--- src/rtl/load_imm_extract_stage_pkg.sv ---
// Shared definitions for the load immediate extract stage: operand source
// encodings, immediate format encodings, occupancy states and the 32-bit
// immediate decoder used by the imm_gen sub-module.
package load_imm_extract_stage_pkg;

  localparam int DEF_NUM_SRC = 2;
  localparam int DEF_XLEN    = 64;
  localparam int DEF_TAG_W   = 8;
  localparam int PREG_W      = 6;
  localparam int IMM_W       = 20;

  typedef enum logic [1:0] {
    SRC_REG  = 2'd0,
    SRC_IMM  = 2'd1,
    SRC_FP   = 2'd2,
    SRC_ZERO = 2'd3
  } src_type_e;

  typedef enum logic [2:0] {
    IMM_I        = 3'd0,
    IMM_S        = 3'd1,
    IMM_U        = 3'd2,
    IMM_LUI_PACK = 3'd3
  } imm_type_e;

  // EMPTY: nothing held; ONE: main entry valid; FULL: main and skid valid.
  typedef enum logic [1:0] {
    OCC_EMPTY = 2'd0,
    OCC_ONE   = 2'd1,
    OCC_FULL  = 2'd2
  } occ_e;

  // Every format reduces to a 32-bit value whose bit 31 is the sign, so the
  // caller only has to sign-extend that to the operand width. I/S are
  // pre-extended from bit 11 here; reserved formats decode to zero.
  function automatic logic [31:0] imm_decode(
    input logic [2:0]        imm_type,
    input logic [IMM_W-1:0]  imm,
    input logic [PREG_W-1:0] psrc0,
    input logic [PREG_W-1:0] psrc1
  );
    logic [31:0] v;
    v = '0;
    case (imm_type)
      IMM_I, IMM_S: v = {{20{imm[11]}}, imm[11:0]};
      IMM_U:        v = {imm, 12'h000};
      // Compressed LUI spreads its 20-bit payload over both psrc fields.
      IMM_LUI_PACK: v = {psrc1, psrc0, imm[19:12], 12'h000};
      default:      v = '0;
    endcase
    return v;
  endfunction

endpackage

--- src/rtl/load_imm_extract_stage_if.sv ---
// Bundle of the issue-side and function-unit-side handshake signals of the
// load immediate extract stage. The stage itself uses the slave view.
interface load_imm_extract_stage_if
  import load_imm_extract_stage_pkg::*;
#(
  parameter int NUM_SRC = DEF_NUM_SRC,
  parameter int XLEN    = DEF_XLEN,
  parameter int TAG_W   = DEF_TAG_W
);

  logic                      in_valid;
  logic                      in_ready;
  logic [2*NUM_SRC-1:0]      in_src_type;
  logic [2:0]                in_imm_type;
  logic [IMM_W-1:0]          in_imm;
  logic [PREG_W*NUM_SRC-1:0] in_psrc;
  logic [XLEN*NUM_SRC-1:0]   in_data;
  logic [TAG_W-1:0]          in_tag;
  logic                      flush;
  logic                      out_valid;
  logic                      out_ready;
  logic [XLEN*NUM_SRC-1:0]   out_data;
  logic [TAG_W-1:0]          out_tag;

  // Producer of uops / consumer of resolved operands.
  modport master (
    output in_valid, in_src_type, in_imm_type, in_imm, in_psrc, in_data,
           in_tag, flush, out_ready,
    input  in_ready, out_valid, out_data, out_tag
  );

  // The extract stage.
  modport slave (
    input  in_valid, in_src_type, in_imm_type, in_imm, in_psrc, in_data,
           in_tag, flush, out_ready,
    output in_ready, out_valid, out_data, out_tag
  );

endinterface

--- src/rtl/load_imm_extract_stage_imm_gen.sv ---
// Combinational immediate generator shared by all operand slots: decodes
// the packed immediate (plus psrc0/psrc1 for compressed LUI) to XLEN bits.
module load_imm_extract_stage_imm_gen
  import load_imm_extract_stage_pkg::*;
#(
  parameter int XLEN = DEF_XLEN
) (
  input  logic [2:0]        imm_type,
  input  logic [IMM_W-1:0]  imm,
  input  logic [PREG_W-1:0] psrc0,
  input  logic [PREG_W-1:0] psrc1,
  output logic [XLEN-1:0]   imm_val
);

  logic [31:0] imm32;

  // Decode to 32 bits, then sign-extend from bit 31 to the operand width.
  always_comb begin
    imm32   = imm_decode(imm_type, imm, psrc0, psrc1);
    imm_val = XLEN'($signed(imm32));
  end

endmodule

--- src/rtl/load_imm_extract_stage.sv ---
// Load immediate extract stage: resolves each operand slot of an issuing
// uop to register data, the decoded immediate or zero, and registers the
// result behind a two-entry valid/ready skid buffer with flush.
module load_imm_extract_stage
  import load_imm_extract_stage_pkg::*;
#(
  parameter int NUM_SRC = DEF_NUM_SRC,
  parameter int XLEN    = DEF_XLEN,
  parameter int TAG_W   = DEF_TAG_W
) (
  input  logic                     clk,
  input  logic                     rst_n,
  load_imm_extract_stage_if.slave  bus
);

  logic [XLEN-1:0]         imm_val;
  logic [NUM_SRC*XLEN-1:0] in_operands;

  occ_e                    state;
  logic                    out_valid_q;
  logic                    in_ready_q;
  logic [NUM_SRC*XLEN-1:0] main_data;
  logic [TAG_W-1:0]        main_tag;
  logic [NUM_SRC*XLEN-1:0] skid_data;
  logic [TAG_W-1:0]        skid_tag;

  logic in_fire;
  logic out_fire;
  logic load_main_in;
  logic load_main_skid;
  logic load_skid;

  load_imm_extract_stage_imm_gen #(.XLEN(XLEN)) u_imm_gen (
    .imm_type (bus.in_imm_type),
    .imm      (bus.in_imm),
    .psrc0    (bus.in_psrc[PREG_W-1:0]),
    .psrc1    (bus.in_psrc[2*PREG_W-1:PREG_W]),
    .imm_val  (imm_val)
  );

  // Per-slot operand select on the incoming uop.
  // NOTE: combinational blocks use blocking '=' and assign a default first so
  // every path drives every bit and no latch is inferred.
  always_comb begin
    in_operands = '0;
    for (int i = 0; i < NUM_SRC; i++) begin
      case (src_type_e'(bus.in_src_type[2*i +: 2]))
        SRC_REG, SRC_FP: in_operands[XLEN*i +: XLEN] = bus.in_data[XLEN*i +: XLEN];
        SRC_IMM:         in_operands[XLEN*i +: XLEN] = imm_val;
        default:         in_operands[XLEN*i +: XLEN] = '0;
      endcase
    end
  end

  assign in_fire  = bus.in_valid & in_ready_q;
  assign out_fire = out_valid_q & bus.out_ready;

  // Which register captures what this edge; flush only clears valids, so
  // the data paths do not need to look at it.
  assign load_main_in   = in_fire & ((state == OCC_EMPTY) | ((state == OCC_ONE) & out_fire));
  assign load_main_skid = (state == OCC_FULL) & out_fire;
  assign load_skid      = (state == OCC_ONE) & in_fire & ~out_fire;

  // Occupancy FSM with registered out_valid / in_ready; flush dominates.
  // NOTE: sequential state is updated with non-blocking '<=' so every
  // register samples pre-edge values regardless of statement order.
  always_ff @(posedge clk or negedge rst_n) begin
    if (!rst_n) begin
      state       <= OCC_EMPTY;
      out_valid_q <= 1'b0;
      in_ready_q  <= 1'b1;
    end else if (bus.flush) begin
      state       <= OCC_EMPTY;
      out_valid_q <= 1'b0;
      in_ready_q  <= 1'b1;
    end else begin
      case (state)
        OCC_EMPTY: begin
          if (in_fire) begin
            state       <= OCC_ONE;
            out_valid_q <= 1'b1;
          end
        end
        OCC_ONE: begin
          if (in_fire && !out_fire) begin
            state      <= OCC_FULL;
            in_ready_q <= 1'b0;
          end else if (!in_fire && out_fire) begin
            state       <= OCC_EMPTY;
            out_valid_q <= 1'b0;
          end
        end
        OCC_FULL: begin
          if (out_fire) begin
            state      <= OCC_ONE;
            in_ready_q <= 1'b1;
          end
        end
        default: begin
          state       <= OCC_EMPTY;
          out_valid_q <= 1'b0;
          in_ready_q  <= 1'b1;
        end
      endcase
    end
  end

  // Main entry payload: reset to zero because it drives out_data/out_tag.
  always_ff @(posedge clk or negedge rst_n) begin
    if (!rst_n) begin
      main_data <= '0;
      main_tag  <= '0;
    end else if (load_main_in) begin
      main_data <= in_operands;
      main_tag  <= bus.in_tag;
    end else if (load_main_skid) begin
      main_data <= skid_data;
      main_tag  <= skid_tag;
    end
  end

  // Skid entry payload, written only when main is stalled.
  // NOTE: pure data storage guarded by a valid bit needs no reset; leaving
  // it out keeps the reset net off these flops.
  always_ff @(posedge clk) begin
    if (load_skid) begin
      skid_data <= in_operands;
      skid_tag  <= bus.in_tag;
    end
  end

  assign bus.in_ready  = in_ready_q;
  assign bus.out_valid = out_valid_q;
  assign bus.out_data  = main_data;
  assign bus.out_tag   = main_tag;

endmodule

--- src/flat_wrapper.sv ---
// flat-port wrapper written by rule: the top's interface ports become plain ports
module load_imm_extract_stage_flat import load_imm_extract_stage_pkg::*;
#(
  parameter int NUM_SRC = DEF_NUM_SRC,
  parameter int XLEN    = DEF_XLEN,
  parameter int TAG_W   = DEF_TAG_W
)
  (clk, rst_n, bus_in_valid, bus_in_src_type, bus_in_imm_type, bus_in_imm, bus_in_psrc, bus_in_data, bus_in_tag, bus_flush, bus_out_ready, bus_in_ready, bus_out_valid, bus_out_data, bus_out_tag);
  load_imm_extract_stage_if #(.NUM_SRC(NUM_SRC), .XLEN(XLEN), .TAG_W(TAG_W)) bus_i ();
  input  logic clk;
  input  logic rst_n;
  input wire logic [$bits(bus_i.in_valid)-1:0] bus_in_valid;
  input wire logic [$bits(bus_i.in_src_type)-1:0] bus_in_src_type;
  input wire logic [$bits(bus_i.in_imm_type)-1:0] bus_in_imm_type;
  input wire logic [$bits(bus_i.in_imm)-1:0] bus_in_imm;
  input wire logic [$bits(bus_i.in_psrc)-1:0] bus_in_psrc;
  input wire logic [$bits(bus_i.in_data)-1:0] bus_in_data;
  input wire logic [$bits(bus_i.in_tag)-1:0] bus_in_tag;
  input wire logic [$bits(bus_i.flush)-1:0] bus_flush;
  input wire logic [$bits(bus_i.out_ready)-1:0] bus_out_ready;
  output wire logic [$bits(bus_i.in_ready)-1:0] bus_in_ready;
  output wire logic [$bits(bus_i.out_valid)-1:0] bus_out_valid;
  output wire logic [$bits(bus_i.out_data)-1:0] bus_out_data;
  output wire logic [$bits(bus_i.out_tag)-1:0] bus_out_tag;
  assign bus_i.in_valid = bus_in_valid;
  assign bus_i.in_src_type = bus_in_src_type;
  assign bus_i.in_imm_type = bus_in_imm_type;
  assign bus_i.in_imm = bus_in_imm;
  assign bus_i.in_psrc = bus_in_psrc;
  assign bus_i.in_data = bus_in_data;
  assign bus_i.in_tag = bus_in_tag;
  assign bus_i.flush = bus_flush;
  assign bus_i.out_ready = bus_out_ready;
  assign bus_in_ready = bus_i.in_ready;
  assign bus_out_valid = bus_i.out_valid;
  assign bus_out_data = bus_i.out_data;
  assign bus_out_tag = bus_i.out_tag;
  load_imm_extract_stage #(.NUM_SRC(NUM_SRC), .XLEN(XLEN), .TAG_W(TAG_W)) u_core (.clk(clk), .rst_n(rst_n), .bus(bus_i));
endmodule
--- config.mk ---
export PLATFORM = sky130hd
export DESIGN_NAME = load_imm_extract_stage_flat
export DESIGN_NICKNAME = d
export VERILOG_FILES = /design/src/rtl/load_imm_extract_stage_pkg.sv /design/src/rtl/load_imm_extract_stage_if.sv /design/src/rtl/load_imm_extract_stage_imm_gen.sv /design/src/rtl/load_imm_extract_stage.sv /design/src/flat_wrapper.sv
export SDC_FILE = /design/constraint.sdc
export NUM_CORES = 1
export LEC_CHECK = 0
export CAP_MARGIN = 25
export CORE_UTILIZATION = 30
export DETAILED_ROUTE_END_ITERATION = 7
export PLACE_DENSITY = 0.53
export SLEW_MARGIN = 5
export SYNTH_ARGS = -nofsm -noshare
export SYNTH_HDL_FRONTEND = slang
export SYNTH_SLANG_ARGS = --single-unit
--- constraint.sdc ---
create_clock -name clk -period 31 [get_ports clk]
set_input_delay 3.1 -clock clk [delete_from_list [all_inputs] [get_ports clk]]
set_output_delay 3.1 -clock clk [all_outputs]
set_load 0.03 [all_outputs]
==> results.json, run 1 <==
{
  "pin_count": 318,
  "fmax_mhz": 170,
  "cts_sinks": 276,
  "synthArstFlopShare_pct": 50.7,
  "reg2regPathDepth": 5,
  "worstReg2RegEnd": "u_core.skid_data[56]$_DFFE_PP_",
  "slew_headroom_pct": 33.9,
  "cts.repair.resized": 0,
  "grt_pass1_wl_mm": 69.3,
  "sw_frac_of_total_pct": 33.6,
  "drt_first_pass_iters": 5,
  "fin_skew_ns": 0.0151,
  "synth_flop_cell": "dfrtp_1",
  "root_buffer": "clkbuf_16",
  "cts_tree": "yes",
  "irDropWorstVdd_v": 0.0000263,
  "die_area_um2": 46700,
  "design_area_um2": 18400,
  "crit_end": "u_core.skid_data[56]$_DFFE_PP_",
  "r2r_slack_ns": 27.67,
  "die_w_um": 216,
  "p_comb_share_pct": 31.7,
  "cts_setup_buffers": 0,
  "rsz0062_at_grt": "false",
  "placed_area_um2": 17300,
  "fin_crit_ns": 5.89,
  "period_share_pct": 19.0,
  "initial_core_util_pct": 30.4,
  "power_mw": 1.29,
  "worstSetupEndpointType": "flop",
  "ant_nets": 0,
  "antenna_cells": 0,
  "dp_hpwl_mm": 28.2,
  "htreeDepth": 2,
  "cp_data_arrival_time_ns": 6.08,
  "vias": 11100,
  "clk_pin_slew_worst_paths_ns": 0.05,
  "drive_gt1_share_pct": 8.99,
  "clockBufferDepth": 3,
  "grt_use_total_pct": 19.3,
  "gp_congestion": 0.843,
  "coreArea_um2": 45300,
  "syn_area_um2": 13800,
  "holdWs_ns": 0.529,
  "synth_edf_count": 136,
  "max_cap_viol_count": 0,
  "grt_pass1_vias": 11200,
  "slew_violations": 0,
  "place.port_buffers": 317,
  "ys_ff_latch": 276,
  "min_path_type": "reg -> reg",
  "drc": 0,
  "clockPowerShare_pct": 29.9,
  "nFillCells": 4470,
  "hold_viol_final": 0,
  "worstMarginPinSlew_ns": 0.992,
  "cts_made_buffers": 34,
  "crit_required_ns": 31.19,
  "p_sw_mw": 0.432,
  "total_leakage_power_nw": 7.17,
  "syn_to_final_growth_pct": 34.0,
  "start_kind": "input port",
  "syn_inst": 1349,
  "synth_nets": 1529,
  "cts_hold_buf": 0,
  "nNetsFinal": 1778,
  "grt_max_degree": 137,
  "syn_avg_cell_area_um2": 10.2,
  "yosysWarnings": 0,
  "antenna_found_initial": 1,
  "cp_max_fo": 65,
  "clk_latency_ns": 0.53,
  "via_per_inst": 5.00,
  "setup_viol": 0,
  "cellPowerDensity_nw_per_um2": 69.9,
  "first_iter_violations": 861,
  "crit_type": "in -> reg",
  "die_h_um": 216,
  "globalRouteOverflowTotal": 0,
  "row_count": 78,
  "cp-startpoint": "bus_in_valid",
  "power.internal_mw": 0.856,
  "synth_cell_types": 38,
  "pwr-share-seq_pct": 38.4,
  "wl_per_cell_um": 20.6,
  "status": "complete, no violations",
  "reg2reg_from": "u_core.bus.in_ready$_DFFE_PN1P_",
  "fin_setup_tns_ns": 0,
  "yosysSeqAreaShare_pct": 55.2,
  "wirelength_mm": 45.8
}
[cell usage in the layout (no fill, tap or decap), types with 17 or more instances in the layout]
cell type,netlist,final
a31o_2,24,24
a32oi_1,104,104
buf_4,7,17
clkbuf_1,54,17
clkbuf_16,0,37
clkdlybuf4s50_1,0,314
dfrtp_1,139,139
edfxtp_1,136,136
inv_1,108,108
mux2_1,24,24
mux2_2,43,43
nand2_1,225,225
nor2b_1,128,128
nor3_1,116,115
o211ai_1,37,37
o21ai_0,105,105
[power by group through the flow]
stage	Clock, mW	Combinational [mW]	Sequential (mW)
global route	0.411	0.434	0.503
floorplan	0	0.122	0.601
finish	0.385	0.409	0.495
global placement	0	0.405	0.503
detailed placement	0	0.411	0.503
CTS	0.398	0.412	0.497
[worst min path at each step]
stage,start,endpoint,slack (ns),cells after the start
2_1_floorplan,u_core.skid_tag[0]$_DFFE_PP_,u_core.bus.out_tag[0]$_DFFE_PN0P_,0.51,2
3_3_place_gp,u_core.skid_tag[3]$_DFFE_PP_,u_core.bus.out_tag[3]$_DFFE_PN0P_,0.51,2
3_5_place_dp,u_core.skid_tag[7]$_DFFE_PP_,u_core.bus.out_tag[7]$_DFFE_PN0P_,0.52,2
4_1_cts,u_core.skid_tag[2]$_DFFE_PP_,u_core.bus.out_tag[2]$_DFFE_PN0P_,0.53,2
5_1_grt,u_core.skid_data[123]$_DFFE_PP_,u_core.bus.out_data[123]$_DFFE_PN0P_,0.56,2
6_report,u_core.skid_tag[2]$_DFFE_PP_,u_core.bus.out_tag[2]$_DFFE_PN0P_,0.53,2
[cell usage after synthesis (2+ instances only)]
| library cell | count | area share [%] |
|---|---|---|
| dfrtp_1 | 139 | 25 |
| nor3_1 | 116 | 4.2 |
| buf_6 | 5 | 0.41 |
| a32oi_1 | 104 | 6.6 |
| clkbuf_1 | 54 | 1.5 |
| mux2_2 | 43 | 3.5 |
| a31oi_1 | 8 | 0.36 |
| buf_1 | 7 | 0.19 |
| and3_1 | 2 | 0.091 |
| edfxtp_1 | 136 | 30 |
| o21ai_0 | 105 | 3.8 |
| buf_2 | 52 | 1.9 |
| a21o_1 | 2 | 0.11 |
| a21oi_1 | 3 | 0.11 |
| mux2_1 | 24 | 2.0 |
| o211ai_1 | 37 | 2.0 |
| buf_4 | 7 | 0.38 |
| nor2b_1 | 128 | 5.8 |
| inv_1 | 108 | 2.9 |
| nand2_1 | 225 | 6.1 |
| a31o_2 | 24 | 1.5 |
| o211ai_2 | 2 | 0.18 |
| nor3b_1 | 3 | 0.16 |
[routing by layer]
layer	routed length, um	GRT usage (%)	vias to the layer above
li1	-	-	5269
met4	1420	7.16	2
met3	2760	4.27	75
met1	19800	25.4	5433
met5	17	0	-
met2	21800	31.1	352
[critical path, stage by stage]
cell and delay, ns:
clkdlybuf4s50_1 0.54, nand3b_4 0.52, nor3_2 0.29, buf_4 0.72, buf_4 0.41, buf_16 0.34
[per-stage QoR]
stage          setup WS [ns]  instances  utilization (%)
2_1_floorplan          17.45       1349                -
3_3_place_gp           24.19       2157             38.1
3_5_place_dp           24.23       2159             38.2
4_1_cts                24.81       2221             40.6
5_1_grt                24.91       2224             40.7
6_report               25.11       2224             40.7
[flip-flops by register name (all words and copies together), names as in the netlist]
signal                count
u_core.state              2
u_core.bus.out_data     128
u_core.skid_tag           8
u_core.bus.out_tag        8
u_core.bus.out_valid      1
u_core.skid_data        128
u_core.bus.in_ready       1
[cell type report]
class | instances | area, um2 | share of cell area, %
clock buffers | 59 | 1060 | 5.74
clock inverters | 3 | 18.8 | 0.102
inverters | 108 | 405 | 2.20
multi-input cells | 840 | 5210 | 28.3
flip-flops and latches | 276 | 7590 | 41.2
well taps | 600 | 751 | 4.07
repair buffers | 338 | 3400 | 18.5
[logic make-up (layout without fill, tap and decap cells)]
family	count (synthesis)	in the layout	synth area share, %
mux	68	68	5.56
compound gates	290	290	15.1
buf+inv	233	508	7.29
flops	276	276	55.2
simple gates	482	482	16.9
Power figures use the tool's default switching activity.
==> run 2: changes to the inputs <==
- PLACE_DENSITY: 0.53 -> 0.54
- clock period: 31 -> 5.2 ns (I/O delays scaled with it)
==> run 2 against run 1 <==
Net effect: die area did not move; largest power group unchanged; wire length shrank 0.56%; total power rose to 6.0 times the previous value; first-iteration DRC count shrank 9.9%; combinational power grew to 5.9 times the previous value; clock-buffer cell count down 1; highest routed layer unchanged; clock skew fell by 0.0026 ns; critical path depth down 1; non-clock buffer count is the same.
==> results.json, run 2 (synthesized netlist as in run 1, its figures left out) <==
{
  "slew_headroom_pct": 35.1,
  "path_cells": "clkdlybuf4s50_1 > mux2_2 > o211ai_4 > buf_4 > o21ai_0",
  "fin_setup_tns_ns": 0,
  "cp_max_fo": 66,
  "slew_violations": 0,
  "cellPowerDensity_nw_per_um2": 419,
  "wl_per_cell_um": 20.5,
  "drive_gt1_share_pct": 9.00,
  "first_iter_violations": 776,
  "vias": 11200,
  "setup_viol": 0,
  "cts_hold_buf": 0,
  "nFillCells": 4453,
  "finalNonFillerCells": 2225,
  "cts_tree": "yes",
  "start_kind": "input port",
  "worstMarginPinSlew_ns": 0.973,
  "rsz0062_at_grt": "false",
  "placedCellCount": 2162,
  "fin_util_pct": 40.7,
  "slowest_stage": "clkdlybuf4s50_1",
  "irDropWorstVdd_v": 0.000208,
  "die_h_um": 216,
  "root_buffer": "clkbuf_16",
  "hold_viol_final": 0,
  "clk_pin_slew_worst_paths_ns": 0.06,
  "cts_sinks": 276,
  "cts_setup_buffers": 0,
  "grt_pass1_vias": 11100,
  "reg2regPathDepth": 4,
  "layout_commonest_cell": "clkdlybuf4s50_1",
  "place.port_buffers": 317,
  "globalRouteOverflowTotal": 0,
  "wirelength_mm": 45.5,
  "gp_congestion": 0.804,
  "crit_required_ns": 5.42,
  "antenna_found_initial": 4,
  "ant_nets": 0,
  "reg2reg_from": "u_core.state[0]$_DFFE_PN0P_",
  "max_cap_viol_count": 0,
  "dp_hpwl_mm": 28.2,
  "fin_crit_ns": 2.84,
  "row_count": 78,
  "cts_made_buffers": 34,
  "worstReg2RegEnd": "u_core.bus.out_data[98]$_DFFE_PN0P_",
  "grt_use_total_pct": 19.2,
  "cts.repair.resized": 0,
  "fmax_mhz": 352,
  "cp_data_arrival_time_ns": 3.06,
  "drc": 0,
  "power_mw": 7.71,
  "syn_to_final_growth_pct": 33.9,
  "total_leakage_power_nw": 7.17,
  "cp-startpoint": "bus_in_imm_type[0]",
  "period_share_pct": 54.6,
  "layout_common_cells": "clkdlybuf4s50_1 (314), nand2_1 (225), dfrtp_1 (139)",
  "grt_pass1_wl_mm": 69.0,
  "pin_count": 318,
  "crit_type": "in -> reg",
  "min_path_type": "in -> async",
  "clockBufferDepth": 3,
  "nNetsFinal": 1778,
  "status": "complete, no violations",
  "crit_end": "u_core.skid_data[124]$_DFFE_PP_",
  "cp_slowest_stage_delay_ns": 1.06,
  "coreArea_um2": 45300,
  "via_per_inst": 5.04,
  "die_area_um2": 46700,
  "grt_max_degree": 137,
  "worstSetupEndpointType": "flop",
  "clk_latency_ns": 0.53,
  "r2r_slack_ns": 2.69,
  "die_w_um": 216,
  "fin_skew_ns": 0.0125,
  "drt_first_pass_iters": 5,
  "initial_core_util_pct": 30.4,
  "htreeDepth": 2
}
run 2: cell count changes in the layout (fill, tap and decap cells not counted), sizes merged:
cell	change
bufinv	+1
clkbuf	-1
clkinv	+1
clkinvlp	-2
diode	+2
run 2: per-layer routing:
| metal | wire (um) | track usage, % | share of wire, % |
|---|---|---|---|
| met5 | 27 | 0 | 0.059 |
| met4 | 879 | 4.93 | 1.9 |
| met3 | 3420 | 5.43 | 7.5 |
| met2 | 21700 | 31.0 | 48 |
| met1 | 19500 | 25.1 | 43 |
run 2: worst min path at each step:
stage	start	endpoint	slack (ns)	cells after the start
floorplan	rst_n	u_core.bus.out_data[0]$_DFFE_PN0P_	0.22	0
global placement	u_core.skid_tag[6]$_DFFE_PP_	u_core.bus.out_tag[6]$_DFFE_PN0P_	0.51	2
detailed placement	u_core.skid_tag[5]$_DFFE_PP_	u_core.bus.out_tag[5]$_DFFE_PN0P_	0.52	2
CTS	rst_n	u_core.bus.out_data[77]$_DFFE_PN0P_	0.10	1
global route	rst_n	u_core.bus.out_data[77]$_DFFE_PN0P_	0.10	1
finish	rst_n	u_core.bus.out_data[77]$_DFFE_PN0P_	0.06	1
run 2: critical path, delay by kind of cell:
kind,cells,cell delay (ns)
buf+inv,2,1.60
mux,1,0.49
compound gates,2,0.37
run 2: per-stage QoR:
step | cell area, um2 | setup slack, ns | hold slack [ns]
floorplan | 13800 | 0.358 | 0.224
global placement | 17300 | 1.94 | 0.514
detailed placement | 17300 | 1.86 | 0.523
CTS | 18400 | 2.42 | 0.105
global route | 18400 | 2.25 | 0.104
finish | 18400 | 2.36 | 0.0550
run 2: power breakdown:
part	internal, mW	total, mW	switching [mW]
sequential	2.70	2.93	0.229
combinational	1.01	2.43	1.42
clock	1.43	2.35	0.921
total	5.14	7.71	2.57
run 2: cell type report:
type / instances / area [um2] / share of cell area [%]
flip-flops and latches: 276 / 7590 / 41.2
clock inverters: 3 / 43.8 / 0.238
clock buffers: 58 / 1050 / 5.72
diodes: 2 / 5.00 / 0.0272
repair buffers: 338 / 3360 / 18.3
well taps: 600 / 751 / 4.07
multi-input cells: 840 / 5210 / 28.3
inverters: 108 / 405 / 2.20
